`src/rtl/partition_pkg.sv`:
```
// partition_pkg: shared types and helpers for the Lomuto partition stage.
//   - state_e       : FSM state encoding (IDLE, SCAN, FINAL, DONE)
//   - idx_width()   : index width for an N-element array
//   - elem_get/put  : element select/insert on a packed array (element k at [k*w +: w])
// The element helpers work on a wide bus so one definition serves every N/W;
// callers cast in and out at their own widths.
package partition_pkg;

    localparam int unsigned STATE_W   = 2;
    localparam int unsigned MAX_ARR_W = 1024;
    localparam int unsigned MAX_EL_W  = 64;

    typedef enum logic [STATE_W-1:0] {
        IDLE  = 2'd0,
        SCAN  = 2'd1,
        FINAL = 2'd2,
        DONE  = 2'd3
    } state_e;

    typedef logic [MAX_ARR_W-1:0] arr_bus_t;
    typedef logic [MAX_EL_W-1:0]  elem_bus_t;

    // Index width for n elements, never below one bit.
    function automatic int unsigned idx_width(input int unsigned n);
        return (n < 2) ? 32'd1 : 32'($clog2(n));
    endfunction

    // Read element idx of width w.
    function automatic elem_bus_t elem_get(input arr_bus_t arr, input int unsigned idx,
                                           input int unsigned w);
        elem_bus_t mask;
        mask = (elem_bus_t'(1) << w) - elem_bus_t'(1);
        return elem_bus_t'(arr >> (idx * w)) & mask;
    endfunction

    // Return arr with element idx of width w replaced by val.
    function automatic arr_bus_t elem_put(input arr_bus_t arr, input int unsigned idx,
                                          input int unsigned w, input elem_bus_t val);
        arr_bus_t mask;
        mask = ((arr_bus_t'(1) << w) - arr_bus_t'(1)) << (idx * w);
        return (arr & ~mask) | ((arr_bus_t'(val) << (idx * w)) & mask);
    endfunction

endpackage

```
`src/rtl/partition_fsm.sv`:
```
// partition_fsm: control for one Lomuto partition pass.
// Owns the state register, i/j scan indices, pivot capture and done/err/pivot_idx.
// Ports:
//   clock, reset          : clock, synchronous active-high reset
//   start_i, lo_i, hi_i   : request and sub-range
//   pivot_i               : array_in[hi_i], captured on an accepted start
//   arr_j_i               : current register-file element at index j
//   load_c_o              : load array_in into the register file this edge
//   swap_c_o, swap_a/b_c_o: swap the two register-file elements this edge
//   j_o                   : scan index (selects arr_j_i)
//   busy_o, done_o, err_o, pidx_o : registered status outputs
module partition_fsm
    import partition_pkg::*;
#(
    parameter int unsigned  N  = 4,
    parameter int unsigned  W  = 4,
    localparam int unsigned IW = idx_width(N)
) (
    input  logic          clock,
    input  logic          reset,
    input  logic          start_i,
    input  logic [IW-1:0] lo_i,
    input  logic [IW-1:0] hi_i,
    input  logic [W-1:0]  pivot_i,
    input  logic [W-1:0]  arr_j_i,
    output logic          load_c_o,
    output logic          swap_c_o,
    output logic [IW-1:0] swap_a_c_o,
    output logic [IW-1:0] swap_b_c_o,
    output logic [IW-1:0] j_o,
    output logic          busy_o,
    output logic          done_o,
    output logic          err_o,
    output logic [IW-1:0] pidx_o
);

    state_e        state_q, state_d;
    logic [IW-1:0] i_q, i_d, j_q, j_d, hi_q, hi_d, pidx_q, pidx_d;
    logic [W-1:0]  pivot_q, pivot_d;
    logic          busy_q, busy_d, done_q, done_d, err_q, err_d;

    // State and datapath-control registers.
    always_ff @(posedge clock) begin
        if (reset) begin
            state_q <= IDLE;
            i_q     <= '0;
            j_q     <= '0;
            hi_q    <= '0;
            pidx_q  <= '0;
            pivot_q <= '0;
            busy_q  <= 1'b0;
            done_q  <= 1'b0;
            err_q   <= 1'b0;
        end else begin
            state_q <= state_d;
            i_q     <= i_d;
            j_q     <= j_d;
            hi_q    <= hi_d;
            pidx_q  <= pidx_d;
            pivot_q <= pivot_d;
            busy_q  <= busy_d;
            done_q  <= done_d;
            err_q   <= err_d;
        end
    end

    // Next-state, index updates and swap requests.
    always_comb begin
        state_d    = state_q;
        i_d        = i_q;
        j_d        = j_q;
        hi_d       = hi_q;
        pidx_d     = pidx_q;
        pivot_d    = pivot_q;
        err_d      = err_q;
        done_d     = 1'b0;
        load_c_o   = 1'b0;
        swap_c_o   = 1'b0;
        swap_a_c_o = i_q;
        swap_b_c_o = j_q;

        case (state_q)
            IDLE: begin
                if (start_i) begin
                    load_c_o = 1'b1;
                    pivot_d  = pivot_i;
                    i_d      = lo_i;
                    j_d      = lo_i;
                    hi_d     = hi_i;
                    err_d    = 1'b0;
                    if ((lo_i > hi_i) || (32'(hi_i) >= N)) begin
                        state_d = DONE;
                        err_d   = 1'b1;
                        done_d  = 1'b1;
                        pidx_d  = lo_i;
                    end else if (lo_i == hi_i) begin
                        state_d = FINAL;
                    end else begin
                        state_d = SCAN;
                    end
                end
            end
            SCAN: begin
                // Elements equal to the pivot go left.
                if (arr_j_i <= pivot_q) begin
                    swap_c_o = 1'b1;
                    i_d      = i_q + IW'(1);
                end
                j_d = j_q + IW'(1);
                if (j_q == hi_q - IW'(1)) begin
                    state_d = FINAL;
                end
            end
            FINAL: begin
                swap_c_o   = 1'b1;
                swap_b_c_o = hi_q;
                pidx_d     = i_q;
                done_d     = 1'b1;
                state_d    = DONE;
            end
            DONE: begin
                err_d   = 1'b0;
                state_d = IDLE;
            end
            default: state_d = IDLE;
        endcase
    end

    assign busy_d = (state_d != IDLE);

    assign j_o    = j_q;
    assign busy_o = busy_q;
    assign done_o = done_q;
    assign err_o  = err_q;
    assign pidx_o = pidx_q;

endmodule

```
`src/rtl/lomuto_partitioner.sv`:
```
// lomuto_partitioner: one Lomuto partition of sub-range [lo_ind, hi_ind] of an
// N-element, W-bit unsigned array held in an internal register file.
// Ports:
//   clock, reset      : clock, synchronous active-high reset
//   start             : request, accepted only when idle
//   lo_ind, hi_ind    : sub-range; array[hi_ind] is the pivot
//   array_in          : packed input array, element k at [k*W +: W]
//   busy, done, err   : status; done is a one-cycle pulse, err valid with done
//   pivot_idx         : final pivot position
//   array_out         : register-file contents, same packing
//   swap_count        : non-trivial swaps of the last pass (PART_SWAP_CNT_EN only)
// Optional feature macro: PART_SWAP_CNT_EN.
module lomuto_partitioner
    import partition_pkg::*;
#(
    parameter int unsigned  N  = 4,
    parameter int unsigned  W  = 4,
    localparam int unsigned IW = idx_width(N)
) (
    input  logic            clock,
    input  logic            reset,
    input  logic            start,
    input  logic [IW-1:0]   lo_ind,
    input  logic [IW-1:0]   hi_ind,
    input  logic [N*W-1:0]  array_in,
    output logic            busy,
    output logic            done,
    output logic            err,
    output logic [IW-1:0]   pivot_idx,
    output logic [N*W-1:0]  array_out
`ifdef PART_SWAP_CNT_EN
    ,
    output logic [IW:0]     swap_count
`endif
);

    localparam int unsigned AW = N * W;

    logic [AW-1:0] arr_q, arr_d;
    logic          load_c, swap_c;
    logic [IW-1:0] swap_a_c, swap_b_c, j_idx;
    logic [W-1:0]  pivot_in_c, arr_j_c;
    elem_bus_t     va_c, vb_c;
    arr_bus_t      swapped_c;

    partition_fsm #(
        .N (N),
        .W (W)
    ) u_fsm (
        .clock      (clock),
        .reset      (reset),
        .start_i    (start),
        .lo_i       (lo_ind),
        .hi_i       (hi_ind),
        .pivot_i    (pivot_in_c),
        .arr_j_i    (arr_j_c),
        .load_c_o   (load_c),
        .swap_c_o   (swap_c),
        .swap_a_c_o (swap_a_c),
        .swap_b_c_o (swap_b_c),
        .j_o        (j_idx),
        .busy_o     (busy),
        .done_o     (done),
        .err_o      (err),
        .pidx_o     (pivot_idx)
    );

    // Out-of-range hi_ind reads zero from the padded bus; that pivot is never used.
    assign pivot_in_c = W'(elem_get(arr_bus_t'(array_in), 32'(hi_ind), W));
    assign arr_j_c    = W'(elem_get(arr_bus_t'(arr_q), 32'(j_idx), W));

    // Register-file update: load on start, else exchange two elements (a == b is a no-op).
    always_comb begin
        va_c      = elem_get(arr_bus_t'(arr_q), 32'(swap_a_c), W);
        vb_c      = elem_get(arr_bus_t'(arr_q), 32'(swap_b_c), W);
        swapped_c = elem_put(elem_put(arr_bus_t'(arr_q), 32'(swap_a_c), W, vb_c),
                             32'(swap_b_c), W, va_c);
        arr_d     = arr_q;
        if (load_c) begin
            arr_d = array_in;
        end else if (swap_c) begin
            arr_d = AW'(swapped_c);
        end
    end

    always_ff @(posedge clock) begin
        if (reset) begin
            arr_q <= '0;
        end else begin
            arr_q <= arr_d;
        end
    end

    assign array_out = arr_q;

`ifdef PART_SWAP_CNT_EN
    logic [IW:0] swap_cnt_q;

    // Counts only swaps that actually move data.
    always_ff @(posedge clock) begin
        if (reset) begin
            swap_cnt_q <= '0;
        end else if (load_c) begin
            swap_cnt_q <= '0;
        end else if (swap_c && (swap_a_c != swap_b_c)) begin
            swap_cnt_q <= swap_cnt_q + (IW+1)'(1);
        end
    end

    assign swap_count = swap_cnt_q;
`endif

endmodule

```
`config.mk`:
```
export PLATFORM = sky130hd
export DESIGN_NAME = lomuto_partitioner
export DESIGN_NICKNAME = d
export VERILOG_FILES = /design/src/rtl/partition_pkg.sv /design/src/rtl/partition_fsm.sv /design/src/rtl/lomuto_partitioner.sv
export SDC_FILE = /design/constraint.sdc
export NUM_CORES = 1
export LEC_CHECK = 0
export CAP_MARGIN = 20
export CORE_ASPECT_RATIO = 0.7
export CORE_MARGIN = 4
export CORE_UTILIZATION = 48
export DETAILED_ROUTE_END_ITERATION = 10
export PLACE_DENSITY_LB_ADDON = 0.3
export SLEW_MARGIN = 15
export SYNTH_ARGS = -nofsm -noshare
export SYNTH_HDL_FRONTEND = slang
export SYNTH_HIERARCHICAL = 1
export SYNTH_SLANG_ARGS = --single-unit
```
`constraint.sdc`:
```
create_clock -name clock -period 3.26 [get_ports clock]
set_input_delay 0.326 -clock clock [delete_from_list [all_inputs] [get_ports clock]]
set_output_delay 0.326 -clock clock [all_outputs]
set_load 0.1 [all_outputs]
```
==> metrics.md <==
| Metric | Value |
|---|---|
| DR pass1 iterations | `5` |
| Grt ovf | `0` |
| I/O pin total | `44` |
| Total CTS buffers | `5` |
| VDD IR-drop max | `a little under 0.5 mV` |
| Number of port buffers | `43` |
| Layout cells sized above 1 | `about a fifth` |
| Global Route met3 Usage | `approximately 11%` |
| CP max FO | `11` |
| Post-Synthesis Cells | `281` |
| P_sw | `around 1800 µW` |
| Clk Tree Root Cell | `clkbuf_8` |
| H-tree Lvls | `2` |
| Vias | `2540` |
| GRT met1 Usage | `between 30% and 40%` |
| Die area | `between 6000 and 7000 µm²` |
| Via density per instance | `roughly 6.4` |
| Clk buf depth | `2` |
| CTS tree | `yes` |
| Initial core utilization | `about half` |
| Commonest non-fill, non-tap cell in the layout | `clkdlybuf4s50_1` |
| Worst slew pin tran | `just under 1 ns` |
| Largest net degree at the start of global routing | `37` |
| WS Path Type | `reg -> reg` |
| CP delay by family, top | `compound AO/OA/AOI/OAI gates` |
| Antenna cells | `0` |
| Pwr per Cell Area | `986 nW/µm²` |
| Antenna Nets Post-Route | `0` |
| FF+latch count, synth | `33` |
| Die Y | `about 70 µm` |
| Clk pin slew, worst setup/hold paths | `0.08 ns` |
| CTS Sinks | `33` |
| Finished Layout Cells | `about 400` |
| Max frequency | `approximately 0.32 GHz` |
| Core Region | `~5300 µm²` |
| Critical-path top delay cell | `mux4_2` |
| Maximum capacitance violations | `0` |
| Worst Skew | `approximately 0.0047 ns` |
| Routability cong. | `roughly 1.0` |
| Detail Placement HPWL | `approximately 6100 µm` |
| Worst EP arrival | `approximately 3.2 ns` |
| Sequential group share of total power | `a little over a fifth` |
| Detailed-route wire length | `7970 µm` |
| Setup TNS | `0 ns` |
| Initial DRC count | `406` |
| Most frequent CP cell | `o21ai_0` |
| Initial antenna violation count | `0` |
| Post-synthesis sequential area ratio | `between 20% and 30%` |
| Num rows | `22` |
| Yosys cell types | `53` |
| GR peak layer | `met1` |
| Leakage | `0.00119 µW` |
| Drc violations | `0` |
| Fill count | `approximately 460` |
| Relative max-transition margin | `34.6%` |
| Nets | `between 300 and 400` |
| First-pass GRT wire length | `12600 µm` |
| Post-synth EDFFs | `0` |
| Setup violations, final | `0` |
| Worst path required time | `roughly 3.4 ns` |
| Sw frac | `between 50% and 60%` |
| CP startpoint kind | `flop` |
| Number of global-route vias before repair | `roughly 2300` |
| Placed insts | `roughly 390` |
| Main synth FF type | `dfxtp_1` |
| YS warnings | `6` |
| Part of the cycle the worst path needs | `between 90% and 100%` |
| Async SR Flop Fraction | `0%` |
| Hold Path Class | `reg -> reg` |
| Final hold violations | `0` |
| Max-slew violations | `0` |
| Met2 Use GR | `between 20% and 30%` |
| Area Overhead vs Synth | `23.6%` |
| RSZ-0062 raised after global routing | `no` |
| Status | `finished, final reports clean` |
| Largest stage delay, worst path | `0.52 ns` |
| Syn Nets | `~310` |
| Syn Area/Cell | `approximately 9.4 µm²` |
| Wire per inst | `roughly 20 µm` |
| Clock share of power | `9.8%` |
| Crit-path cells | `buf_4 > mux4_2 > ha_1 > a21o_1 > o21ai_0 > a21oi_1 > nor2b_2 > o21ai_0 > nor2b_1 > o41ai_2` |
| Die X | `a little under 100 µm` |
| Crit. End Element | `flop` |
| Total track usage | `24.2%` |
| Most frequent cells in the layout | `43 x clkdlybuf4s50_1, 33 x dfxtp_1, 23 x a21oi_1` |
| Internal cell power | `between 1000 and 1500 µW` |
| Logic pwr share | `68.6%` |
| CP Buf/Inv Count | `1` |
| Worst skew pair latency | `between 0.2 and 0.3 ns` |
| Post-layout minimum cycle time | `just over 3 ns` |
| Cell Area, Synth | `approximately 2600 µm²` |
| Post-CTS setup buffers | `0` |
-- cell families after synthesis --
family / synth area share [%]
mux: 17.0
xor+xnor: 0.617
fa+ha+maj: 4.75
flops: 25.1
compound gates: 26.0
buf+inv: 5.93
simple gates: 20.6
-- layout make-up --
class / count / area (µm²) / area share [%]
clock inverter: 3 / 17.5 / 0.538
inverter: 13 / 48.8 / 1.50
timing repair buffer: 58 / 543 / 16.7
tap: 72 / 90.1 / 2.76
multi-input combinational: 215 / 1830 / 56.1
clock buffer: 5 / 68.8 / 2.11
sequential: 33 / 661 / 20.3
-- per-stage QoR --
step	area, µm²	setup slack, ns	total power (µW)	hold slack, ns	util (%)
6_report	3260	0.172	3210	0.463	61.6
5_1_grt	3260	0.0465	3380	0.494	61.6
4_1_cts	3260	0.152	3160	0.467	61.6
3_5_place_dp	3160	0.0214	2840	0.457	59.8
3_3_place_gp	3160	0.0838	2830	0.446	59.8
2_1_floorplan	2640	0.0613	2340	0.436	-
-- routing by layer --
layer	share of wire, %	vias up
met5	0	-
met4	0.65	0
met3	13	4
met2	39	137
met1	48	1214
li1	-	1185
-- worst min-delay path, delay by kind of cell (launching register included) --
family | cells | cell delay (ns)
AND/OR/NAND/NOR | 1 | 0.05
flip-flops | 1 | 0.31
AO/OA/AOI/OAI | 1 | 0.05
-- Yosys cell counts (2+ instances only) --
master     instances  share of area (%)
mux2_2            11                4.7
nand3_1            7                1.3
a31oi_1            4               0.95
and2b_1            2               0.57
nor2b_1           23                5.5
buf_6              3                1.3
o21ai_0            6                1.1
ha_1              10                4.7
a221oi_1           4                1.3
a211oi_1           2               0.57
o41ai_1           13                4.3
a31o_1             3                1.0
nand2_1           20                2.8
nor2_1            11                1.6
a21o_1             2               0.57
nand4b_1           8                2.7
buf_2              5               0.95
and3b_1            2               0.66
mux2i_1            4                1.5
dfxtp_1           33                 25
mux4_2            12                 10
o21ai_2            2               0.66
clkbuf_1          11                1.6
a2111oi_1          3                1.1
nor3b_2            2               0.95
nor3_1             2               0.38
a21oi_1           23                4.4
nand2b_1           4               0.95
inv_1             12                1.7
and4b_1            2               0.76
a221o_1           13                4.9
-- final timing paths --
path,start,end,slack [ns],cells after the start
hold reg to reg,u_fsm/pivot_q[3],u_fsm/pivot_q[3],0.46,2
hold / removal,u_fsm/pivot_q[3],u_fsm/pivot_q[3],0.46,2
setup reg to reg,u_fsm/j_o[0],flop,0.17,10
setup / recovery,u_fsm/j_o[0],flop,0.17,10
-- power by group through the flow --
| stage | logic (µW) | clock network, µW | registers (µW) |
|---|---|---|---|
| finish | 2200 | 316 | 693 |
| global route | 2330 | 339 | 713 |
| CTS | 2150 | 318 | 688 |
| detailed placement | 2140 | 0 | 695 |
| global placement | 2130 | 0 | 696 |
| floorplan | 1140 | 0 | 1200 |
-- timing repair --
item,4_1_cts,5_1_grt
setup endpoints to repair,1,5
hold buffers,0,0
resized for setup,1,2
Power figures use the tool's default switching activity.
